**config.mk**
```make
export PLATFORM = sky130hd
export DESIGN_NAME = osg_param_bank
export DESIGN_NICKNAME = d
export VERILOG_FILES = /design/src/rtl/osg_pkg.sv /design/src/rtl/osg_rec_unpack.sv /design/src/rtl/osg_param_bank.sv
export SDC_FILE = /design/constraint.sdc
export NUM_CORES = 2
export LEC_CHECK = 0
export BUFFER_PORTS_ARGS = -buffer_cell sky130_fd_sc_hd__buf_4
export CAP_MARGIN = 15
export CORE_UTILIZATION = 50
export CTS_CLUSTER_SIZE = 20
export DETAILED_ROUTE_END_ITERATION = 10
export GPL_ROUTABILITY_DRIVEN = 0
export PLACE_DENSITY = 0.81
export SLEW_MARGIN = 20
export SYNTH_ARGS = -nofsm -noshare
export SYNTH_HDL_FRONTEND = slang
export SYNTH_SLANG_ARGS = --single-unit
```
**constraint.sdc**
```tcl
create_clock -name clk_CFG -period 62.1 [get_ports clk_CFG]
set_input_delay 3.105 -clock clk_CFG [delete_from_list [all_inputs] [get_ports clk_CFG]]
set_output_delay 3.105 -clock clk_CFG [all_outputs]
set_load 0.03 [all_outputs]
```
**src/rtl/osg_pkg.sv**
```systemverilog
// Shared definitions for the OSG parameter bank: record layout, command codes
// and controller state encoding.
package osg_pkg;

  // Bytes per channel record in the shadow address map.
  localparam int unsigned REC_BYTES = 7;

  // Byte offsets inside one channel record (record base = 1 + REC_BYTES*c).
  localparam int unsigned OFF_TYPE    = 0;
  localparam int unsigned OFF_MULT_DL = 1;
  localparam int unsigned OFF_DL_HI   = 2;
  localparam int unsigned OFF_DL_LO   = 3;
  localparam int unsigned OFF_MULT_PL = 4;
  localparam int unsigned OFF_PL_HI   = 5;
  localparam int unsigned OFF_PL_LO   = 6;

  // Command codes written to address 0.
  localparam logic [7:0] CMD_CLR_ERR = 8'h00;
  localparam logic [7:0] CMD_COMMIT  = 8'hA5;
  localparam logic [7:0] CMD_FIRE    = 8'hFF;

  // Controller states.
  typedef enum logic [1:0] {
    ST_IDLE   = 2'd0,
    ST_COMMIT = 2'd1,
    ST_FIRE   = 2'd2
  } osg_state_t;

endpackage

```
**src/rtl/osg_rec_unpack.sv**
```systemverilog
// Splits one 7-byte channel record into its typed fields (pure combinational).
module osg_rec_unpack
  import osg_pkg::*;
#(
  parameter int unsigned DUR_W = 16
) (
  input  logic [7:0]       i_type,
  input  logic [7:0]       i_mult_dl,
  input  logic [7:0]       i_dl_hi,
  input  logic [7:0]       i_dl_lo,
  input  logic [7:0]       i_mult_pl,
  input  logic [7:0]       i_pl_hi,
  input  logic [7:0]       i_pl_lo,
  output logic [3:0]       o_type_c,
  output logic [4:0]       o_mult_dl_c,
  output logic [DUR_W-1:0] o_dl_c,
  output logic [4:0]       o_mult_pl_c,
  output logic [DUR_W-1:0] o_pl_c
);

  logic [15:0] w_dl_full;
  logic [15:0] w_pl_full;
  logic        w_unused_bits;

  // Durations are big-endian byte pairs truncated to the field width.
  assign w_dl_full   = {i_dl_hi, i_dl_lo};
  assign w_pl_full   = {i_pl_hi, i_pl_lo};
  assign o_dl_c      = w_dl_full[DUR_W-1:0];
  assign o_pl_c      = w_pl_full[DUR_W-1:0];
  assign o_type_c    = i_type[3:0];
  assign o_mult_dl_c = i_mult_dl[4:0];
  assign o_mult_pl_c = i_mult_pl[4:0];

  // Upper record bits carry no meaning for the channel fields.
  assign w_unused_bits = ^{i_type[7:4], i_mult_dl[7:5], i_mult_pl[7:5],
                           w_dl_full, w_pl_full};

endmodule

```
**src/rtl/osg_param_bank.sv**
```systemverilog
// Double-buffered pulse-channel parameter bank. Byte writes land in a shadow
// array; command 0xA5 copies shadow to the active set, 0xFF copies and then
// emits a one-cycle pc_start. Optional readback port: OSG_PARAM_READBACK_EN.
module osg_param_bank
  import osg_pkg::*;
#(
  parameter int unsigned CH_NUM = 16,
  parameter int unsigned DUR_W  = 16,
  parameter int unsigned REC_B  = REC_BYTES
) (
  input  logic                    clk_CFG,
  input  logic                    rst_CFG,
  input  logic [7:0]              in,
  input  logic [7:0]              w_addr,
  input  logic                    write,
`ifdef OSG_PARAM_READBACK_EN
  input  logic [7:0]              r_addr,
  output logic [7:0]              r_data,
`endif
  output logic [CH_NUM*DUR_W-1:0] PL_drt,
  output logic [CH_NUM*DUR_W-1:0] DL_del,
  output logic [CH_NUM*5-1:0]     Mult_PL,
  output logic [CH_NUM*5-1:0]     Mult_DL,
  output logic [CH_NUM*4-1:0]     ch_type_start,
  output logic                    pc_start,
  output logic                    busy,
  output logic                    addr_err
);

  localparam int unsigned ADDR_MAX   = 1 + REC_B * CH_NUM;
  localparam int unsigned SHADOW_N   = ADDR_MAX - 1;
  localparam logic [8:0]  ADDR_MAX_W = 9'(ADDR_MAX);

  logic [7:0] r_shadow [SHADOW_N];

  logic w_wr_en;
  logic w_is_cmd;
  logic w_in_range;
  logic w_err_wr;

  logic [CH_NUM*DUR_W-1:0] w_pl_drt;
  logic [CH_NUM*DUR_W-1:0] w_dl_del;
  logic [CH_NUM*5-1:0]     w_mult_pl;
  logic [CH_NUM*5-1:0]     w_mult_dl;
  logic [CH_NUM*4-1:0]     w_type;

  osg_state_t              r_state;
  logic                    r_fire_pend;
  logic                    r_busy;
  logic                    r_pc_start;
  logic                    r_addr_err;
  logic [CH_NUM*DUR_W-1:0] r_pl_drt;
  logic [CH_NUM*DUR_W-1:0] r_dl_del;
  logic [CH_NUM*5-1:0]     r_mult_pl;
  logic [CH_NUM*5-1:0]     r_mult_dl;
  logic [CH_NUM*4-1:0]     r_type;

  // Write strobe decode: address 0 is the command register.
  assign w_wr_en    = ~write;
  assign w_in_range = {1'b0, w_addr} < ADDR_MAX_W;
  assign w_is_cmd   = w_wr_en && (w_addr == 8'd0);
  assign w_err_wr   = w_wr_en && !w_in_range;

  // Shadow array: data writes accepted in every controller state.
  always_ff @(posedge clk_CFG or posedge rst_CFG) begin
    if (rst_CFG) begin
      for (int unsigned i = 0; i < SHADOW_N; i++) r_shadow[i] <= 8'h00;
    end else begin
      for (int unsigned i = 0; i < SHADOW_N; i++) begin
        if (w_wr_en && (w_addr == 8'(i + 1))) r_shadow[i] <= in;
      end
    end
  end

  // Per-channel view of the shadow records.
  for (genvar c = 0; c < CH_NUM; c++) begin : g_ch
    localparam int unsigned BASE = c * REC_B;
    osg_rec_unpack #(.DUR_W(DUR_W)) u_unpack (
      .i_type      (r_shadow[BASE + OFF_TYPE]),
      .i_mult_dl   (r_shadow[BASE + OFF_MULT_DL]),
      .i_dl_hi     (r_shadow[BASE + OFF_DL_HI]),
      .i_dl_lo     (r_shadow[BASE + OFF_DL_LO]),
      .i_mult_pl   (r_shadow[BASE + OFF_MULT_PL]),
      .i_pl_hi     (r_shadow[BASE + OFF_PL_HI]),
      .i_pl_lo     (r_shadow[BASE + OFF_PL_LO]),
      .o_type_c    (w_type[c*4 +: 4]),
      .o_mult_dl_c (w_mult_dl[c*5 +: 5]),
      .o_dl_c      (w_dl_del[c*DUR_W +: DUR_W]),
      .o_mult_pl_c (w_mult_pl[c*5 +: 5]),
      .o_pl_c      (w_pl_drt[c*DUR_W +: DUR_W])
    );
  end

  // Command FSM, active register set, status flags.
  always_ff @(posedge clk_CFG or posedge rst_CFG) begin
    if (rst_CFG) begin
      r_state     <= ST_IDLE;
      r_fire_pend <= 1'b0;
      r_busy      <= 1'b0;
      r_pc_start  <= 1'b0;
      r_addr_err  <= 1'b0;
      r_pl_drt    <= '0;
      r_dl_del    <= '0;
      r_mult_pl   <= '0;
      r_mult_dl   <= '0;
      r_type      <= '0;
    end else begin
      r_pc_start <= 1'b0;
      if (w_err_wr) r_addr_err <= 1'b1;
      case (r_state)
        ST_IDLE: begin
          if (w_is_cmd) begin
            if (in == CMD_COMMIT) begin
              r_state     <= ST_COMMIT;
              r_fire_pend <= 1'b0;
              r_busy      <= 1'b1;
            end else if (in == CMD_FIRE) begin
              r_state     <= ST_COMMIT;
              r_fire_pend <= 1'b1;
              r_busy      <= 1'b1;
            end else if (in == CMD_CLR_ERR) begin
              r_addr_err  <= 1'b0;
            end
          end
        end
        ST_COMMIT: begin
          // Non-blocking copy: a same-cycle shadow write is not captured.
          r_pl_drt  <= w_pl_drt;
          r_dl_del  <= w_dl_del;
          r_mult_pl <= w_mult_pl;
          r_mult_dl <= w_mult_dl;
          r_type    <= w_type;
          if (r_fire_pend) begin
            r_state <= ST_FIRE;
          end else begin
            r_state <= ST_IDLE;
            r_busy  <= 1'b0;
          end
        end
        ST_FIRE: begin
          r_pc_start  <= 1'b1;
          r_fire_pend <= 1'b0;
          r_state     <= ST_IDLE;
          r_busy      <= 1'b0;
        end
        default: begin
          r_state <= ST_IDLE;
          r_busy  <= 1'b0;
        end
      endcase
    end
  end

  assign PL_drt        = r_pl_drt;
  assign DL_del        = r_dl_del;
  assign Mult_PL       = r_mult_pl;
  assign Mult_DL       = r_mult_dl;
  assign ch_type_start = r_type;
  assign pc_start      = r_pc_start;
  assign busy          = r_busy;
  assign addr_err      = r_addr_err;

`ifdef OSG_PARAM_READBACK_EN
  logic [7:0] r_rd_data;

  // Registered shadow readback; address 0 and out-of-range read as zero.
  always_ff @(posedge clk_CFG or posedge rst_CFG) begin
    if (rst_CFG) begin
      r_rd_data <= 8'h00;
    end else begin
      r_rd_data <= 8'h00;
      for (int unsigned i = 0; i < SHADOW_N; i++) begin
        if (r_addr == 8'(i + 1)) r_rd_data <= r_shadow[i];
      end
    end
  end

  assign r_data = r_rd_data;
`endif

endmodule

```
# Word level (Yosys, flattened, before mapping)
# Cells that the tools add are included.
totals:
  reg_bits: 1478
  output_inout_bits: 739
  input_bits: 19
classes:
  eq_ne: 119
  muxes: 20
  n_reduce_logical: 122
  bitwise: 1
  n_lt_le_gt_ge: 1
op_table:
  columns: ["cell", "count"]
  rows:
  - ["$eq 8x7->1 const B", 49]
  - ["$eq 8x6->1 const B", 32]
  - ["$eq 8x5->1 const B", 16]
  - ["$logic_and 1x1->1", 114]
  - ["$eq 8x4->1 const B", 8]
  - ["$eq 8x3->1 const B", 4]
  - ["$eq 8x2->1 const B", 2]
  - ["$eq 8x8->1 const B", 2]
  - ["$logic_not 8->1", 2]
  - ["$mux 1", 13]
  - ["$eq 8x1->1 const B", 1]
  - ["$lt 8x7->1 const B", 1]
  - ["$mux 2", 4]
  - ["$reduce_and 3->1", 2]
  - ["$ne 2x2->1 const B", 2]
  - ["$pmux 1 s2", 2]
  - ["$pmux 2 s2", 1]
  - ["$ne 3x3->1 const B", 1]
  - ["$eq 2x1->1 const B", 1]
  - ["$eq 2x2->1 const B", 1]
  - ["$logic_not 2->1", 1]
  - ["$reduce_and 2->1", 1]
  - ["$reduce_bool 2->1", 1]
  - ["$logic_not 1->1", 1]
  - ["$not 1->1", 1]

# Logic depth before layout (Yosys ltp)
depth:
  depth_word: 9
  depth_mapped: 6
  mapped_depth_nobuf: 4

# Cells and area by module
# From an unflattened synthesis, not the netlist that was laid out.
hier_totals:
  cells_unflattened: 4389
  hier_area_um2: 66487.5
by_module_without_submodules:
  columns: ["mod", "n_inst", "area_each_um2", "cells_per_inst", "seq_area_each_um2"]
  rows:
  - ["osg_param_bank", 1, 60962.2, 3653, 40989.3]
  - ["osg_rec_unpack", 16, 345.3, 46, 0.0]

# Worst setup path after synthesis
# Ideal clock, no wire load.
synth_timing:
  kind: "in2reg"
  startpoint: "input port w_addr[2]"
  endpoint: "register r_shadow[0] (netlist bit)"
  required_ns: 61.975
  path_slack_ns: 57.341
  arrival_time_ns: 4.635
  stages: 6
  path_cell_list: "or3_1 buf_2 nor3_4 and4_1 buf_4 mux2_2"
synth_via:
  elab_chain_cells: 2
synth_rtl:
  columns: ["item", "line_no", "rtl"]
  rows:
  - ["from (decl)", "osg_param_bank.sv:14", "input logic [7:0] w_addr,"]
  - ["$eq 8x7->1", "osg_param_bank.sv:70", "if (w_wr_en && (w_addr == 8'(i + 1))) r_shadow[i] <= in;"]
  - ["$logic_and 1x1->1", "osg_param_bank.sv:70", null]
  - ["to (signal, indexed assignment)", "osg_param_bank.sv:70", null]
  - ["to (decl)", "osg_param_bank.sv:34", "logic [7:0] r_shadow [SHADOW_N];"]
# Every way passes these cells.
# A chain may end at the register's enable or synchronous reset.

==> impl_metrics.env <==
export IMPL_startpoint="rst_CFG"
export IMPL_crit_path_max_fanout=185
export IMPL_post_synth_cell_area_avg_um2=16.8
export IMPL_cts_tree="built"
export IMPL_cap_violations=0
export IMPL_syn_nets=3329
export IMPL_clkTransAtPathRegs_ps=60
export IMPL_hp_class="reg -> reg"
export IMPL_slew_viol_final=0
export IMPL_async_reset_ff_share_pct=100
export IMPL_dp_hpwl_um=95400
export IMPL_clock_power_share_pct=46.5
export IMPL_power_frac_seq_pct=50.4
export IMPL_min_period_ps=7430
export IMPL_cts_setup_buffers=0
export IMPL_final_area_um2=67900
export IMPL_intPower_mw=1.55
export IMPL_outcome="finished clean"
export IMPL_relSlewSlack_pct=26.2
export IMPL_syn_area_um2=55600
export IMPL_fin_util_pct=62.0
export IMPL_antenna_left=0
export IMPL_rsz0062_at_grt="no"
export IMPL_nets=4112
export IMPL_crit_type="in -> async"
export IMPL_cp_required_ps=62820
export IMPL_wl_met3_um=9600
export IMPL_grt_max_degree=186
export IMPL_die_w_um=335
export IMPL_routed_wl_um=148000
export IMPL_tns_ps=0
export IMPL_dr_wl_met2_um=71300
export IMPL_first_pass_iters=4
export IMPL_preCtsSetupSlack_ps=53710
export IMPL_die_area_um2=112000
export IMPL_core_area_um2=109000
export IMPL_num_vias=30900
export IMPL_numCtsBuffers=149
export IMPL_io_buffers=757
export IMPL_grt_pass1_wl_um=217000
export IMPL_grtUsageTotal_pct=26.2
export IMPL_synth_flop_cell="dfrtp_1"
export IMPL_r2r_start="r_state[0]"
export IMPL_clock_skew_ps=20.1
export IMPL_num_rows=121
export IMPL_timing_hold_ws_ps=491
export IMPL_startpoint_type="primary input"
export IMPL_pwr_share_comb_pct=3.1
export IMPL_p_sw_mw=0.425
export IMPL_synth_cell_types=41
export IMPL_layout_area_overhead_vs_synth_pct=22.2
export IMPL_die_height_um=335
export IMPL_drt_initial_drc_count=1630
export IMPL_ys_seq_elements=1478
export IMPL_yosysWarningCount=0
export IMPL_top_layer="met5"
export IMPL_end_kind="async pin"
export IMPL_cts_sinks=1478
export IMPL_initial_core_util_pct=50.8
export IMPL_fin_crit_sh_pct=12.0
export IMPL_grt_overflow=0
export IMPL_cts_resized_gates=0
export IMPL_cts_hold_buf=0
export IMPL_place_area_um2=62800
export IMPL_max_freq_mhz=135
export IMPL_syn_inst=3310
export IMPL_synth_seq_area_share_pct=66.6
export IMPL_insertion_delay_ps=750
export IMPL_arrival_ps=8150
export IMPL_drc_errors=0
export IMPL_powerDensity_nw_per_um2=29.2
export IMPL_io_pins=758
export IMPL_synth_edf_count=0
export IMPL_p_leak_nw=36.5
export IMPL_wl_per_cell_um=26.0
export IMPL_antenna_found_initial=7
export IMPL_switching_share_pct=21.5
export IMPL_final_hold_viol_count=0
export IMPL_cts_root_buf="clkbuf_16"
export IMPL_htree_levels=4
export IMPL_cts_buffer_depth=3
export IMPL_vias_per_cell=5.44
export IMPL_tightest_slew_ps=1110
export IMPL_finalSetupViolCount=0
export IMPL_routedLengthMet1_um=59600
export IMPL_vdd_ir_drop_max_uv=25.2
export IMPL_grt_pass1_vias=33100
export IMPL_drive_gt1_share_pct=61.5
export IMPL_min_from="r_shadow[175]"
export IMPL_fin_ws_ps=54670
==> layer usage <==
metal	global-route usage (%)	vias to the layer above
met5	0	-
met4	12.3	2
met3	7.14	292
met2	42.0	832
met1	33.1	16600
li1	-	13200
==> final timing paths <==
path / endpoint / slack (ps) / cells past startpoint
worst max-delay path: r_shadow[294] / 54670 / 7
worst min-delay path: PL_drt[199] / 490 / 1
worst max register to register: PL_drt[70] / 57500 / 5
worst min register to register: PL_drt[199] / 490 / 1
max in group clk_CFG: r_shadow[399] / 57200 / 5
min in group asynchronous: PL_drt[38] / 2490 / 2
==> cells in the mapped netlist, drive strengths merged (2+ instances only) <==
library cell | instances | area share (%)
or2 | 3 | 0.034
buf | 87 | 0.81
nor4 | 2 | 0.023
and4 | 2 | 0.032
inv | 3 | 0.020
nand4 | 2 | 0.023
nand3 | 4 | 0.045
nor2b | 4 | 0.045
nand2b | 8 | 0.10
nand2 | 77 | 0.73
nor2 | 54 | 0.76
nor3 | 8 | 0.16
clkbuf | 91 | 0.61
or4 | 3 | 0.041
dfrtp | 1478 | 67
mux2 | 1472 | 30
or3b | 2 | 0.032
==> through the flow <==
stage	power (mW)	instances
after floorplan	1.06	3310
after global placement	1.07	5417
after detailed placement	1.08	5418
after CTS	2.00	5684
after global routing	2.04	5684
final	1.98	5685
==> area by class of cell <==
class	instances	area (um^2)
Antenna cell	1	2.50
Clock buffer	224	4510
Clock inverter	42	567
Fill cell	7817	41600
Inverter	3	18.8
Multi-Input combinational cell	1651	17800
Sequential cell	1478	37000
Tap cell	1476	1850
Timing Repair Buffer	810	6130
==> state kept, by name, indices dropped and copies added (netlist names) <==
register,flops
DL_del,256
PL_drt,256
pc_start,1
Mult_DL,80
ch_type_start,64
r_shadow,736
r_fire_pend,1
addr_err,1
r_state,2
Mult_PL,80
busy,1
==> cells by family (layout without fill, tap and decap cells) <==
family,count (synthesis),in the layout,share of synthesized area [%]
AO/OA/AOI/OAI,6,6,0.0811
buffers and inverters,181,1079,1.44
flip-flops,1478,1478,66.6
multiplexers,1472,1472,29.8
other,0,1,0
AND/OR/NAND/NOR,173,173,2.08
==> placed cells by master (no fill, tap or decap), types with 3 or more instances in the layout <==
cell / count
buf_12: 3
buf_4: 804
bufinv_16: 11
clkbuf_1: 33
clkbuf_16: 156
clkbuf_8: 35
clkinv_2: 19
clkinv_8: 5
dfrtp_1: 1478
inv_6: 5
mux2_1: 4
mux2_2: 1468
nand2_1: 51
nand2_2: 16
nand2_4: 10
nand2b_1: 6
nand3_1: 3
nor2_1: 15
nor2_2: 20
nor2_4: 15
nor2_8: 4
nor2b_1: 4
nor3_4: 4
or4_1: 3
==> critical path, stage by stage <==
cell,delay (ps)
buf_4,130
inv_8,480
buf_12,690
buf_4,860
buf_4,890
buf_12,780
buf_4,890
==> power groups by stage <==
stage                     logic (mW)  registers (mW)  clock network, mW
after floorplan               0.0427            1.01                  0
after global placement        0.0612            1.01                  0
after detailed placement      0.0635            1.01                  0
after CTS                     0.0638           0.997              0.934
after global routing          0.0689            1.00              0.971
final                         0.0623           0.997              0.919
(Power assumes the default switching activity.)
